<file path="src/rtl/mem_readback.sv">
// Streams a block of RAM words out over a valid/ready port, wrapping addresses
// modulo 2^AWID, and keeps a running XOR of the transferred beats.
module mem_readback #(
  parameter int DWID = 8,
  parameter int AWID = 12
) (
  input  logic            clk,
  input  logic            rst_n,
  input  logic            start,
  input  logic [AWID-1:0] base_addr,
  input  logic [AWID:0]   len,
  output logic            busy,
  output logic            done,
  output logic [AWID-1:0] ram_addr,
  output logic            ram_wen,
  input  logic [DWID-1:0] ram_dout,
  output logic [DWID-1:0] m_data,
  output logic            m_valid,
  input  logic            m_ready,
  output logic            m_last,
  output logic [DWID-1:0] xsum
);

  localparam logic [AWID:0]   LEN_ONE  = (AWID+1)'(1);
  localparam logic [AWID-1:0] ADDR_ONE = AWID'(1);

  typedef enum logic [1:0] {S_IDLE, S_READ, S_DRAIN} state_t;

  state_t          r_state, w_next;
  logic            w_issue, w_done_set, w_hs, w_room, w_out_free, w_fpop, w_fpush;
  logic [2:0]      w_occ;
  logic            r_s1, r_s2;
  logic [1:0]      r_fcnt;
  logic            r_fwr, r_frd;
  logic [DWID-1:0] r_fifo [2];
  logic [DWID-1:0] r_mdata, r_xsum;
  logic            r_mvalid, r_done;
  logic [AWID-1:0] r_ram_addr;
  logic [AWID:0]   r_addr_left, r_out_left;

  // The read round trip is two stages (address register, RAM data register), so
  // the output register and the 2-entry FIFO together give the three slots needed
  // to sustain one beat per cycle without ever overflowing.
  assign w_hs       = r_mvalid & m_ready;
  assign w_occ      = 3'(r_mvalid) + 3'(r_fcnt) + 3'(r_s1) + 3'(r_s2) - 3'(w_hs);
  assign w_room     = w_occ < 3'd3;
  assign w_out_free = ~r_mvalid | w_hs;
  assign w_fpop     = w_out_free & (r_fcnt != 2'd0);
  assign w_fpush    = r_s2 & ~(w_out_free & (r_fcnt == 2'd0));

  always_ff @(posedge clk) begin
    if (!rst_n) r_state <= S_IDLE;
    else        r_state <= w_next;
  end

  always_comb begin
    w_next     = r_state;
    w_issue    = 1'b0;
    w_done_set = 1'b0;
    unique case (r_state)
      S_IDLE: begin
        if (start) begin
          if (len == '0) begin
            w_done_set = 1'b1;
          end else begin
            w_issue = 1'b1;
            w_next  = (len == LEN_ONE) ? S_DRAIN : S_READ;
          end
        end
      end
      S_READ: begin
        if (w_room) begin
          w_issue = 1'b1;
          if (r_addr_left == LEN_ONE) w_next = S_DRAIN;
        end
      end
      S_DRAIN: begin
        if (w_hs && m_last) begin
          w_next     = S_IDLE;
          w_done_set = 1'b1;
        end
      end
      default: w_next = S_IDLE;
    endcase
  end

  always_ff @(posedge clk) begin
    if (!rst_n) begin
      r_done      <= 1'b0;
      r_s1        <= 1'b0;
      r_s2        <= 1'b0;
      r_ram_addr  <= '0;
      r_addr_left <= '0;
      r_out_left  <= '0;
      r_xsum      <= '0;
      r_fifo[0]   <= '0;
      r_fifo[1]   <= '0;
      r_fwr       <= 1'b0;
      r_frd       <= 1'b0;
      r_fcnt      <= 2'd0;
      r_mdata     <= '0;
      r_mvalid    <= 1'b0;
    end else begin
      r_done <= w_done_set;
      r_s1   <= w_issue;
      r_s2   <= r_s1;
      if (w_issue) r_ram_addr <= (r_state == S_IDLE) ? base_addr : r_ram_addr + ADDR_ONE;

      if (r_state == S_IDLE && w_issue) begin
        r_addr_left <= len - LEN_ONE;
        r_out_left  <= len;
        r_xsum      <= '0;
      end else begin
        if (w_issue) r_addr_left <= r_addr_left - LEN_ONE;
        if (w_hs) begin
          r_out_left <= r_out_left - LEN_ONE;
          r_xsum     <= r_xsum ^ r_mdata;
        end
      end

      if (w_fpush) begin
        r_fifo[r_fwr] <= ram_dout;
        r_fwr         <= ~r_fwr;
      end
      if (w_fpop) r_frd <= ~r_frd;
      case ({w_fpush, w_fpop})
        2'b10:   r_fcnt <= r_fcnt + 2'd1;
        2'b01:   r_fcnt <= r_fcnt - 2'd1;
        default: r_fcnt <= r_fcnt;
      endcase

      // Older FIFO data has priority; fresh RAM data bypasses only an empty FIFO.
      if (w_fpop) begin
        r_mdata  <= r_fifo[r_frd];
        r_mvalid <= 1'b1;
      end else if (w_out_free && r_s2) begin
        r_mdata  <= ram_dout;
        r_mvalid <= 1'b1;
      end else if (w_hs) begin
        r_mvalid <= 1'b0;
      end
    end
  end

  assign busy     = (r_state != S_IDLE);
  assign done     = r_done;
  assign ram_addr = r_ram_addr;
  assign ram_wen  = 1'b0;
  assign m_data   = r_mdata;
  assign m_valid  = r_mvalid;
  assign m_last   = r_mvalid & (r_out_left == LEN_ONE);
  assign xsum     = r_xsum;

endmodule
</file>
<file path="config.mk">
export PLATFORM = sky130hd
export DESIGN_NAME = mem_readback
export DESIGN_NICKNAME = d
export VERILOG_FILES = /design/src/rtl/mem_readback.sv
export SDC_FILE = /design/constraint.sdc
export NUM_CORES = 1
export LEC_CHECK = 0
export BUFFER_PORTS_ARGS = -buffer_cell sky130_fd_sc_hd__buf_4
export CELL_PAD_IN_SITES_DETAIL_PLACEMENT = 0
export CELL_PAD_IN_SITES_GLOBAL_PLACEMENT = 1
export CORE_ASPECT_RATIO = 1.75
export CORE_MARGIN = 1.5
export CORE_UTILIZATION = 43
export CTS_BUF_LIST = sky130_fd_sc_hd__clkbuf_16
export CTS_CLUSTER_SIZE = 8
export DETAILED_ROUTE_END_ITERATION = 10
export PLACE_DENSITY_LB_ADDON = 0.1
export SYNTH_ARGS = -nofsm -noshare
export SYNTH_HDL_FRONTEND = slang
export SYNTH_SLANG_ARGS = --single-unit
export TNS_END_PERCENT = 1
</file>
<file path="constraint.sdc">
create_clock -name clk -period 4.4 [get_ports clk]
set_input_delay 0 -clock clk [delete_from_list [all_inputs] [get_ports clk]]
set_output_delay 0 -clock clk [all_outputs]
set_load 0.01 [all_outputs]
</file>
==> out/metrics.json <==
{
  "floorplan": {
    "top_level_ports": 70,
    "floorplan.core_area_mm2": 0.00985,
    "die_width_um": 78.9,
    "initial_core_util": 0.440,
    "design.die.area_mm2": 0.0107,
    "die_y_um": 136,
    "placementRows": 48
  },
  "route": {
    "finalWirelength_um": 11600,
    "vias": 3818,
    "post-route-drc-count": 0,
    "detail_route.vias_per_cell": 5.44,
    "detail-route-antenna-nets": 0,
    "routedWlPerCell_um": 16.5,
    "drt_iter0_drc": 162,
    "drt-pass1-iter-count": 4
  },
  "sta": {
    "maxSlewHeadroom": 0.167,
    "timing.final.max_slew_violations": 0,
    "min_clock_period_post_route_ps": 3690,
    "maxClockFrequency_ghz": 0.271,
    "final_setup_fails": 0,
    "finalClockSkew_ps": 8.45,
    "tightestPinTransition_ps": 1240,
    "fin_setup_tns_ps": 0,
    "timing_hold_violations_final": 0,
    "rsz0062_at_grt": "false",
    "finalCritPeriodShare": 0.838
  },
  "critical_path": {
    "worst_setup_path_end_kind": "register",
    "critPathLaunch": "m_valid",
    "delay_of_the_slowest_cell_on_the_worst_path_ps": 570,
    "worst_path_dominant_cell_family": "adder cells",
    "worst_ep_required_time_ps": 4640,
    "criticalPathCategory": "reg -> reg",
    "worstReg2RegStart": "m_valid",
    "worst-path-max-fanout": 17,
    "crit_path_cell_trace": "and2_1 -> buf_4 -> ha_1 -> fa_1 -> inv_1 -> ha_1 -> fa_1 -> xnor2_1 -> nand4_1 -> or4_1 -> xor2_1 -> a211oi_1",
    "arrival_ps": 3930,
    "timing.critical_path.buf_inv": 2,
    "slowest_stage": "or4_1",
    "critical_path.startpoint_type": "register"
  },
  "synth": {
    "synth_top_cell_by_area": "dfxtp_1",
    "mappedNetlistArea_mm2": 0.00433,
    "synthesis.area_per_instance_um2": 8.73,
    "synth_largest_type_area_fraction": 0.300,
    "synth-async-reset-ratio": 0,
    "synth_top_flop_cell": "dfxtp_1",
    "yosysSeqAreaShare": 0.411,
    "yosys_register_bits": 81,
    "synth_fp_nets": 546,
    "ys_warn_count": 0,
    "synth_top_area_cells": "dfxtp_1 (30%), edfxtp_1 (11%), xor2_1 (4.4%), xnor2_1 (4.2%), nand2_1 (4.2%)",
    "synth_edf_count": 16,
    "yosys.cell_types.count": 59,
    "synthesized_instance_count": 496
  },
  "global_routing": {
    "number_of_antenna_violations_at_the_first_check_in_global_routing": 0,
    "grt_pass1_wl_um": 18800,
    "grt_max_degree": 47,
    "global_route.overflow_total": 0,
    "via_count_of_the_first_global_routing_pass": 3827,
    "global_route.usage.total": 0.229
  },
  "clock_tree": {
    "clkSlewWorstSetupHoldPaths_ps": 60,
    "tritoncts": "done",
    "clock_sinks": 81,
    "clock_latency_ps": 340,
    "clock-root-buffer": "clkbuf_16",
    "cts-resized-gates": 0,
    "h_tree_depth": 3,
    "clk_path_buf_depth": 2,
    "cts-buffers-inserted": 9,
    "postCtsHoldBufs": 20,
    "post-cts-setup-buffers": 0
  },
  "pwr": {
    "ir_drop_v": 0.000279,
    "total_power_mw": 2.86,
    "leak_pwr_nw": 2.12,
    "power_per_cell_area_mw_per_mm2": 527
  },
  "run_status": {
    "result_of_the_run": "completed"
  },
  "layout": {
    "syn_to_final_growth_pct": 25.2,
    "antenna-diode-count": 0,
    "fraction_of_final_layout_cells_sized_beyond_drive_strength_1": 0.173,
    "nNetsFinal": 622
  },
  "placed_design": {
    "globalplace.congestion": 0.867,
    "dp_hpwl_um": 8510,
    "buffer_ports.inserted": 68
  },
  "hold_path": {
    "holdCritStartpoint": "len[0]",
    "worst_hold_path_type": "in -> reg"
  },
  "job": {
    "drv_cap": 0
  }
}
final cells by class:
class	instances	area, um^2
fill	934	4430
sequential	81	1780
timing repair buffer	93	748
inverter	19	71.3
tap	125	156
clock buffer	9	225
clock inverter	7	95.1
multi-input combinational	368	2350
Yosys cell counts (all sizes together) (3+ instances only):
cell and count:
inv 19, nor2 47, clkbuf 16, nand2 49, o211ai 4, a31oi 6, o21ai 15, nor2b 8
nand4 5, nor3b 5, ha 11, o32ai 3, edfxtp 16, a21oi 29, nor4 6, nor3 18
a211oi 16, nand2b 4, o31ai 5, and2 18, or4 6, buf 12, xnor2 21, a21o 3
nand3 21, xor2 22, or3 5, a311oi 10, dfxtp 65, and3 3
cells in the final DEF, fill, tap and decap left out, drive strengths merged, types with 5 or more instances in the layout:
master / Yosys / layout
a211oi: 16 / 16
a21oi: 29 / 29
a311oi: 10 / 10
a31oi: 6 / 6
and2: 18 / 18
buf: 12 / 73
clkbuf: 16 / 9
dfxtp: 65 / 65
dlygate4sd3: 0 / 20
edfxtp: 16 / 16
ha: 11 / 11
inv: 19 / 20
nand2: 49 / 49
nand3: 21 / 21
nand4: 5 / 5
nor2: 47 / 47
nor2b: 8 / 8
nor3: 18 / 18
nor3b: 5 / 5
nor4: 6 / 6
o21ai: 15 / 15
o31ai: 5 / 5
or3: 5 / 5
or4: 6 / 6
xnor2: 21 / 21
xor2: 22 / 22
report_power, final:
| group | internal [mW] | leakage [nW] | switching (mW) |
|---|---|---|---|
| clock network | 0.497 | 0.160 | 0.308 |
| logic | 0.424 | 1.26 | 0.551 |
| registers | 0.909 | 0.699 | 0.171 |
| total | 1.83 | 2.12 | 1.03 |
state kept, by name, indices dropped and copies added (netlist names), named ones only:
name	count
done	1
m_data	8
m_valid	1
r_addr_left	13
r_fcnt	2
r_fifo	16
r_frd	1
r_fwr	1
r_out_left	13
r_s1	1
r_s2	1
r_state	2
ram_addr	12
xsum	8
tightest hold or removal path, delay by kind of cell:
family	cells	cell delay [ps]
AOI/OAI and AO/OA	1	60
buffers and inverters	1	130
and+or+nand+nor	1	90
metrics by stage:
step                 util  hold WS (ps)  setup slack (ps)  area, um^2  std cells
global route        0.551          22.9               501        5420        702
CTS                 0.551          6.20               720        5420        702
global placement    0.498           272               898        4900        666
floorplan               -           136               623        4330        496
detailed placement  0.498           278               778        4900        666
finish              0.551          5.29               711        5420        702
path summary, 6_finish.rpt:
check / end / slack [ps] / cells after the start
worst max-delay path: r_addr_left[10] / 710 / 12
worst min-delay path: r_out_left[0] / 5 / 3
worst max register to register: r_addr_left[10] / 710 / 12
worst min register to register: r_s2 / 470 / 2
cell families (layout without fill, tap and decap cells):
group,Yosys count,count (layout),share of synthesized area
xor+xnor,43,43,0.0869
mux,1,1,0.00231
other cells,1,1,0.000866
compound gates,107,107,0.174
buf+inv,47,128,0.0471
flops,81,81,0.411
fa+ha+maj,13,13,0.0410
simple gates,203,203,0.236
metal layers:
layer	global-route usage	up-vias	share of wire
met5	0	-	0
met4	0.0936	0	0.031
met3	0.0465	21	0.027
met2	0.427	68	0.55
met1	0.247	1807	0.39
li1	-	1922	-
(Power assumes the default switching activity.)
